### config.mk
export PLATFORM = sky130hd
export DESIGN_NAME = fifo_burst_reader
export DESIGN_NICKNAME = d
export VERILOG_FILES = /design/src/rtl/fifo_burst_reader.sv
export SDC_FILE = /design/constraint.sdc
export NUM_CORES = 1
export LEC_CHECK = 0
export CAP_MARGIN = 20
export CORE_ASPECT_RATIO = 0.6
export CORE_MARGIN = 8
export CORE_UTILIZATION = 40
export CTS_BUF_LIST = sky130_fd_sc_hd__clkbuf_16
export DETAILED_ROUTE_END_ITERATION = 16
export PLACE_DENSITY = 0.67
export SYNTH_ARGS = -nofsm -noshare
export SYNTH_HDL_FRONTEND = slang
export SYNTH_SLANG_ARGS = --single-unit
### constraint.sdc
create_clock -name clk -period 2.99 [get_ports clk]
set_clock_uncertainty 0.15 [all_clocks]
set_input_delay 0.598 -clock clk [delete_from_list [all_inputs] [get_ports clk]]
set_output_delay 0.598 -clock clk [all_outputs]
set_load 0.005 [all_outputs]
### src/rtl/fifo_burst_reader.sv
// Read-side master for a first-word-fall-through FIFO: pops a fixed-length burst
// and forwards it through a 2-entry skid buffer onto a valid/ready stream.
module fifo_burst_reader #(
  parameter int DATA_WIDTH = 8,
  parameter int LEN_WIDTH  = 8
) (
  input  logic                  clk,
  input  logic                  rst,
  input  logic                  start_i,
  input  logic [LEN_WIDTH-1:0]  len_i,
  output logic                  busy_o,
  output logic                  done_o,
  output logic [LEN_WIDTH-1:0]  remaining_o,
  input  logic [DATA_WIDTH-1:0] fifo_data_i,
  input  logic                  fifo_empty_i,
  output logic                  fifo_rd_valid_o,
  output logic [DATA_WIDTH-1:0] m_data_o,
  output logic                  m_valid_o,
  input  logic                  m_ready_i
);

  typedef enum logic [1:0] {IDLE, RUN, DRAIN, DONE} state_t;

  state_t                state, state_nxt;
  logic [LEN_WIDTH-1:0]  remaining;
  logic [1:0]            occ;
  logic [DATA_WIDTH-1:0] head, tail;
  logic                  pop, xfer;

  // Pop depends only on registered state and the FIFO flag, never on m_ready_i.
  assign pop  = (state == RUN) && (remaining != '0) && !fifo_empty_i && (occ != 2'd2);
  assign xfer = (occ != 2'd0) && m_ready_i;

  always_comb begin
    state_nxt = state;
    unique case (state)
      IDLE:  if (start_i) state_nxt = (len_i == '0) ? DONE : RUN;
      RUN:   if (pop && (remaining == LEN_WIDTH'(1))) state_nxt = DRAIN;
      DRAIN: if ((occ == 2'd1) && xfer) state_nxt = DONE;
      DONE:  state_nxt = IDLE;
      default: state_nxt = IDLE;
    endcase
  end

  always_ff @(posedge clk) begin
    if (rst) begin
      state     <= IDLE;
      remaining <= '0;
    end else begin
      state <= state_nxt;
      if ((state == IDLE) && start_i) remaining <= len_i;
      else if (pop)                   remaining <= remaining - LEN_WIDTH'(1);
    end
  end

  // Skid buffer: head drives the stream, tail only fills while head is stalled.
  always_ff @(posedge clk) begin
    if (rst) begin
      occ  <= 2'd0;
      head <= '0;
      tail <= '0;
    end else begin
      unique case ({pop, xfer})
        2'b10: begin
          if (occ == 2'd0) head <= fifo_data_i;
          else             tail <= fifo_data_i;
          occ <= occ + 2'd1;
        end
        2'b01: begin
          head <= tail;
          occ  <= occ - 2'd1;
        end
        2'b11: begin
          if (occ == 2'd1) head <= fifo_data_i;
          else begin
            head <= tail;
            tail <= fifo_data_i;
          end
        end
        default: ;
      endcase
    end
  end

  assign busy_o          = (state != IDLE);
  assign done_o          = (state == DONE);
  assign remaining_o     = remaining;
  assign fifo_rd_valid_o = pop;
  assign m_valid_o       = (occ != 2'd0);
  assign m_data_o        = head;

endmodule

== Word level (Yosys, flattened, before mapping) ==
Cells that the tools add are included.

* Register bits after elaboration: 28
* Input port bits: 21
* Output and inout port bits: 20

* $add $sub $neg: 3
* Equal/unequal tests: 15
* Mux-type cells: 14
* Reductions and logical operators: 21

{| class="wikitable"
|+ Operators by type and width
! kind !! count
|-
| $mux 8 || 6
|-
| $pmux 8 s3 || 1
|-
| $pmux 8 s2 || 1
|-
| $ne 2x2->1 const B || 6
|-
| $reduce_bool 2->1 || 5
|-
| $eq 2x2->1 const B || 4
|-
| $eq 8x1->1 const B || 1
|-
| $logic_not 8->1 || 1
|-
| $mux 2 || 4
|-
| $pmux 2 s4 || 1
|-
| $reduce_bool 8->1 || 1
|-
| $sub 8x1->8 const B || 1
|-
| $logic_and 1x1->1 || 7
|-
| $eq 2x1->1 const B || 3
|-
| $reduce_and 3->1 || 2
|-
| $logic_not 2->1 || 2
|-
| $pmux 2 s2 || 1
|-
| $reduce_bool 3->1 || 1
|-
| $add 2x1->2 const B || 1
|-
| $ne 2x1->1 const B || 1
|-
| $reduce_and 2->1 || 1
|-
| $sub 2x1->2 const B || 1
|-
| $logic_not 1->1 || 1
|}

== Depth between registers and ports, before layout ==
Gate-level depths: netlist of the first run.

* Word-level depth: 7
* Mapped depth: 12
* Gate-level depth less buffers: 10

== Worst setup path after synthesis of the first run ==
No wires, ideal clock.

* Path kind: input-to-reg
* Start point: input fifo_empty_i
* End point: register tail[0]
* Setup time: 0.128 ns
* Arrival time: 2.417 ns
* Setup slack: 0.296 ns
* Cell stages on the path: 8
* Path buffers: 2
* Path through: or3b_1 buf_6 a21oi_2 ha_1 o211a_1 clkbuf_1 mux2i_1 nor2_1

* Cells in the longest elaborated chain, start to end: 6
* Elaborated cells between the ends (all ways): 10
* Classes of those cells: 4 x eq/ne; 1 x mux; 5 x reduce/logical

{| class="wikitable"
|+ RTL lines
! item !! line !! RTL
|-
| start: declaration || 15 || <nowiki>input logic fifo_empty_i,</nowiki>
|-
| $logic_not 1->1 * || 31 || <nowiki>assign pop = (state == RUN) && (remaining != '0) && !fifo_empty_i && (occ != 2'd2);</nowiki>
|-
| $logic_and 1x1->1 * (2 in a row) || 31 ||
|-
| named net fifo_rd_valid_o || 16 || <nowiki>output logic fifo_rd_valid_o,</nowiki>
|-
| $eq 2x2->1 || 63 || <nowiki>unique case ({pop, xfer})</nowiki>
|-
| $ne 2x2->1 (no source line) / $reduce_bool 2->1 (equally long branches) || - ||
|-
| $reduce_and 3->1 (no source line) || - ||
|-
| end signal: assignment || 66 || <nowiki>else tail <= fifo_data_i;</nowiki>
|-
| end signal: assignment || 77 || <nowiki>tail <= fifo_data_i;</nowiki>
|-
| end: declaration || 27 || <nowiki>logic [DATA_WIDTH-1:0] head, tail;</nowiki>
|}

Mark *: on every way through the listed nets, which the timed path passes. The rest lies on a longest branch.
A chain may end at the register's enable or synchronous reset.

== Final worst setup path of the first run ==
* Start point: input fifo_empty_i
* End point: output fifo_rd_valid_o

* Cells in the longest elaborated chain, start to end: 3

{| class="wikitable"
|+ RTL lines
! item !! line
|-
| $logic_not 1->1 || 31
|-
| $logic_and 1x1->1 (2 in a row) || 31
|-
| end: declaration || 16
|}

No other way between the ends.

==> out/qor.csv, run 1 <==
metric,value,unit
rsz0062_at_grt,no,
ant_nets,0,
period_minus_slack,2.91,ns
syn_nets,209,
wl_per_cell,14.9,µm
crit_path_frequent_cell,clkdlybuf4s50_1,
routed_wl,4020,µm
fmax,343,MHz
hpwlAfterDp,3150,µm
grt_overflow,0,
dieArea,6460,µm²
finalMaxSlewViolations,0,
die_w,98.6,µm
grt_use_total,12.8,%
hold_ws,0.323,ns
io_pins,41,
dp_slack,0.0536,ns
hp-class,flop to flop,
worst_slack,0.0770,ns
ys_async_sr_fraction,0,%
fin_util,54.9,%
yosysWarningCount,0,
min_period_over_period,97.4,%
numCtsBuffers,3,
drv_cap,0,
final_cell_mix,"40 x clkdlybuf4s50_1, 28 x dfxtp_1, 21 x inv_1, 20 x nor2_1, 14 x ha_1",
required,2.24,ns
hold_viol_final,0,
syn_avg_cell_area,9.41,µm²
cts_tree,yes,
placed_cells,265,
crit_fanout,3,
clk_pin_slew,0.07,ns
clk_latency,0.26,ns
max_stage_delay,0.55,ns
tns,0,ns
slew_headroom,53.4,%
grt_pass1_vias,1407,
nFillCells,371,
via_count,1431,
cts_resized,0,
first_iter_violations,115,
setup_violations,0,
antennaDiodeCount,0,
yosysUniqueCellTypes,43,
synthCells,174,
worst_setup_path_start_kind,input pin,
antenna_found_initial,0,
die_h,65.5,µm
crit_path_top_delay_cell,clkdlybuf4s50_1,
core,4010,µm²
row_count,18,
yosys_register_bits,28,
viasPerCell,5.32,
clock_path_buffers,2,
nets,255,
ctsRootBufferMaster,clkbuf_16,
netlist_area,1640,µm²
final_common_cell,clkdlybuf4s50_1,
yosysTopAreaCellShare,34.3,%
syn_to_final_growth,34.5,%
path_cells,clkdlybuf4s50_1 > or3b_1 > a21oi_2 > clkdlybuf4s50_1,
final_cells,269,
initial_utilization,40.8,%
io_buffers,40,
worst_pin_slew,0.697,ns
place.gp.congestion,0.775,
worstSetupPathType,input pin to output port,
drive_gt1_share,9.13,%
synth_ff_type,dfxtp_1,
grt_max_degree,19,
power_density,868,nW/µm²
seq_area_frac_synth,34.3,%
grt_pass1_wl,6720,µm
firstDrtPassIters,6,
yosys.area.top_type,dfxtp_1,
cp-end-kind,output port,
ir_drop,0.419,mV
hold_buffers,0,
synth_enable_flop_cells,0,
htreeDepth,1,
ys_top_cells_by_area,"dfxtp_1 34%, ha_1 11%, a222oi_1 4.9%",
worstPathArrival,2.17,ns
clock_sinks,28,
status,finished clean,
p_leak,0.000835,µW
post-route-drc-count,0,
post-cts-setup-buffer-count,0,
-- worst max-delay path, delay by kind of cell --
family	cells	cell delay (ns)
simple gates	1	0.41
buf+inv	2	0.95
compound gates	1	0.20
-- logic make-up (layout without fill, tap and decap cells) --
logic type	after synthesis	in the layout	synth area share, %
xor+xnor	7	7	3.75
buf+inv	29	74	7.57
fa+ha+maj	14	14	10.7
flops	28	28	34.3
simple gates	44	44	15.6
mux	9	9	5.58
compound gates	43	43	22.6
-- report_power, final --
part	internal (µW)	total, µW	switching [µW]
clock	179	306	127
combinational	534	1010	474
sequential	489	596	107
-- sequential cells by signal, indices dropped and copies added, names as in the netlist --
name and cells:
occ 2, state 2, tail 8, remaining_o 8, m_data_o 8
-- layout make-up --
type	count	area [µm²]	area share, %
Inverter	21	78.8	3.58
Sequential cell	28	561	25.5
Clock inverter	1	3.75	0.171
Tap cell	50	62.6	2.84
Multi-Input combinational cell	117	952	43.3
Clock buffer	3	75.1	3.41
Timing Repair Buffer	49	468	21.3
-- Yosys cell counts (2+ instances only) --
cell      number
buf_6          2
xnor2_1        5
o21ai_0        2
nand3b_1       2
nor2_1        20
a222oi_1       8
a21oi_1        3
mux2i_1        8
inv_1         21
nor3_1         3
a211oi_1      10
clkbuf_1       5
nor2b_1        3
a311oi_1       8
or3b_1         2
nand2_1        4
xor2_1         2
dfxtp_1       28
ha_1          14
-- per-stage QoR --
step                      cell area [µm²]  power [µW]
final                                2200        1910
after detailed placement             2120        1610
after CTS                            2200        1930
after global placement               2120        1600
after global routing                 2200        2060
after floorplan                      1640        1190
-- path summary, 6_finish.rpt --
path / depth (start not counted) / start / to / slack (ns)
setup / recovery: 4 / fifo_empty_i / fifo_rd_valid_o / 0.08
setup reg to reg: 11 / state[1] / m_data_o[7] / 0.38
hold / removal: 2 / m_data_o[4] / m_data_o[4] / 0.32
hold reg to reg: 2 / m_data_o[4] / m_data_o[4] / 0.32
-- layer usage --
metal  vias up  wire length, µm  global-route usage [%]  share of wire, %
met5         -                0                       0                 0
met4         0               23                    2.85              0.57
met3         4              261                    4.00               6.5
met2        39             1680                    19.5                42
met1       659             2050                    17.2                51
li1        729                -                       -                 -
No activity file was read; power rests on OpenSTA's default activity.
==> run 2, diff against run 1 <==
--- a/config.mk
+++ b/config.mk
@@ -12,6 +12,7 @@
 export CTS_BUF_LIST = sky130_fd_sc_hd__clkbuf_16
 export DETAILED_ROUTE_END_ITERATION = 16
 export PLACE_DENSITY = 0.67
+export SLEW_MARGIN = 15
 export SYNTH_ARGS = -nofsm -noshare
 export SYNTH_HDL_FRONTEND = slang
 export SYNTH_SLANG_ARGS = --single-unit
==> results of run 2 <==
The final DEF is identical to that of run 1; final timing and power are the same.
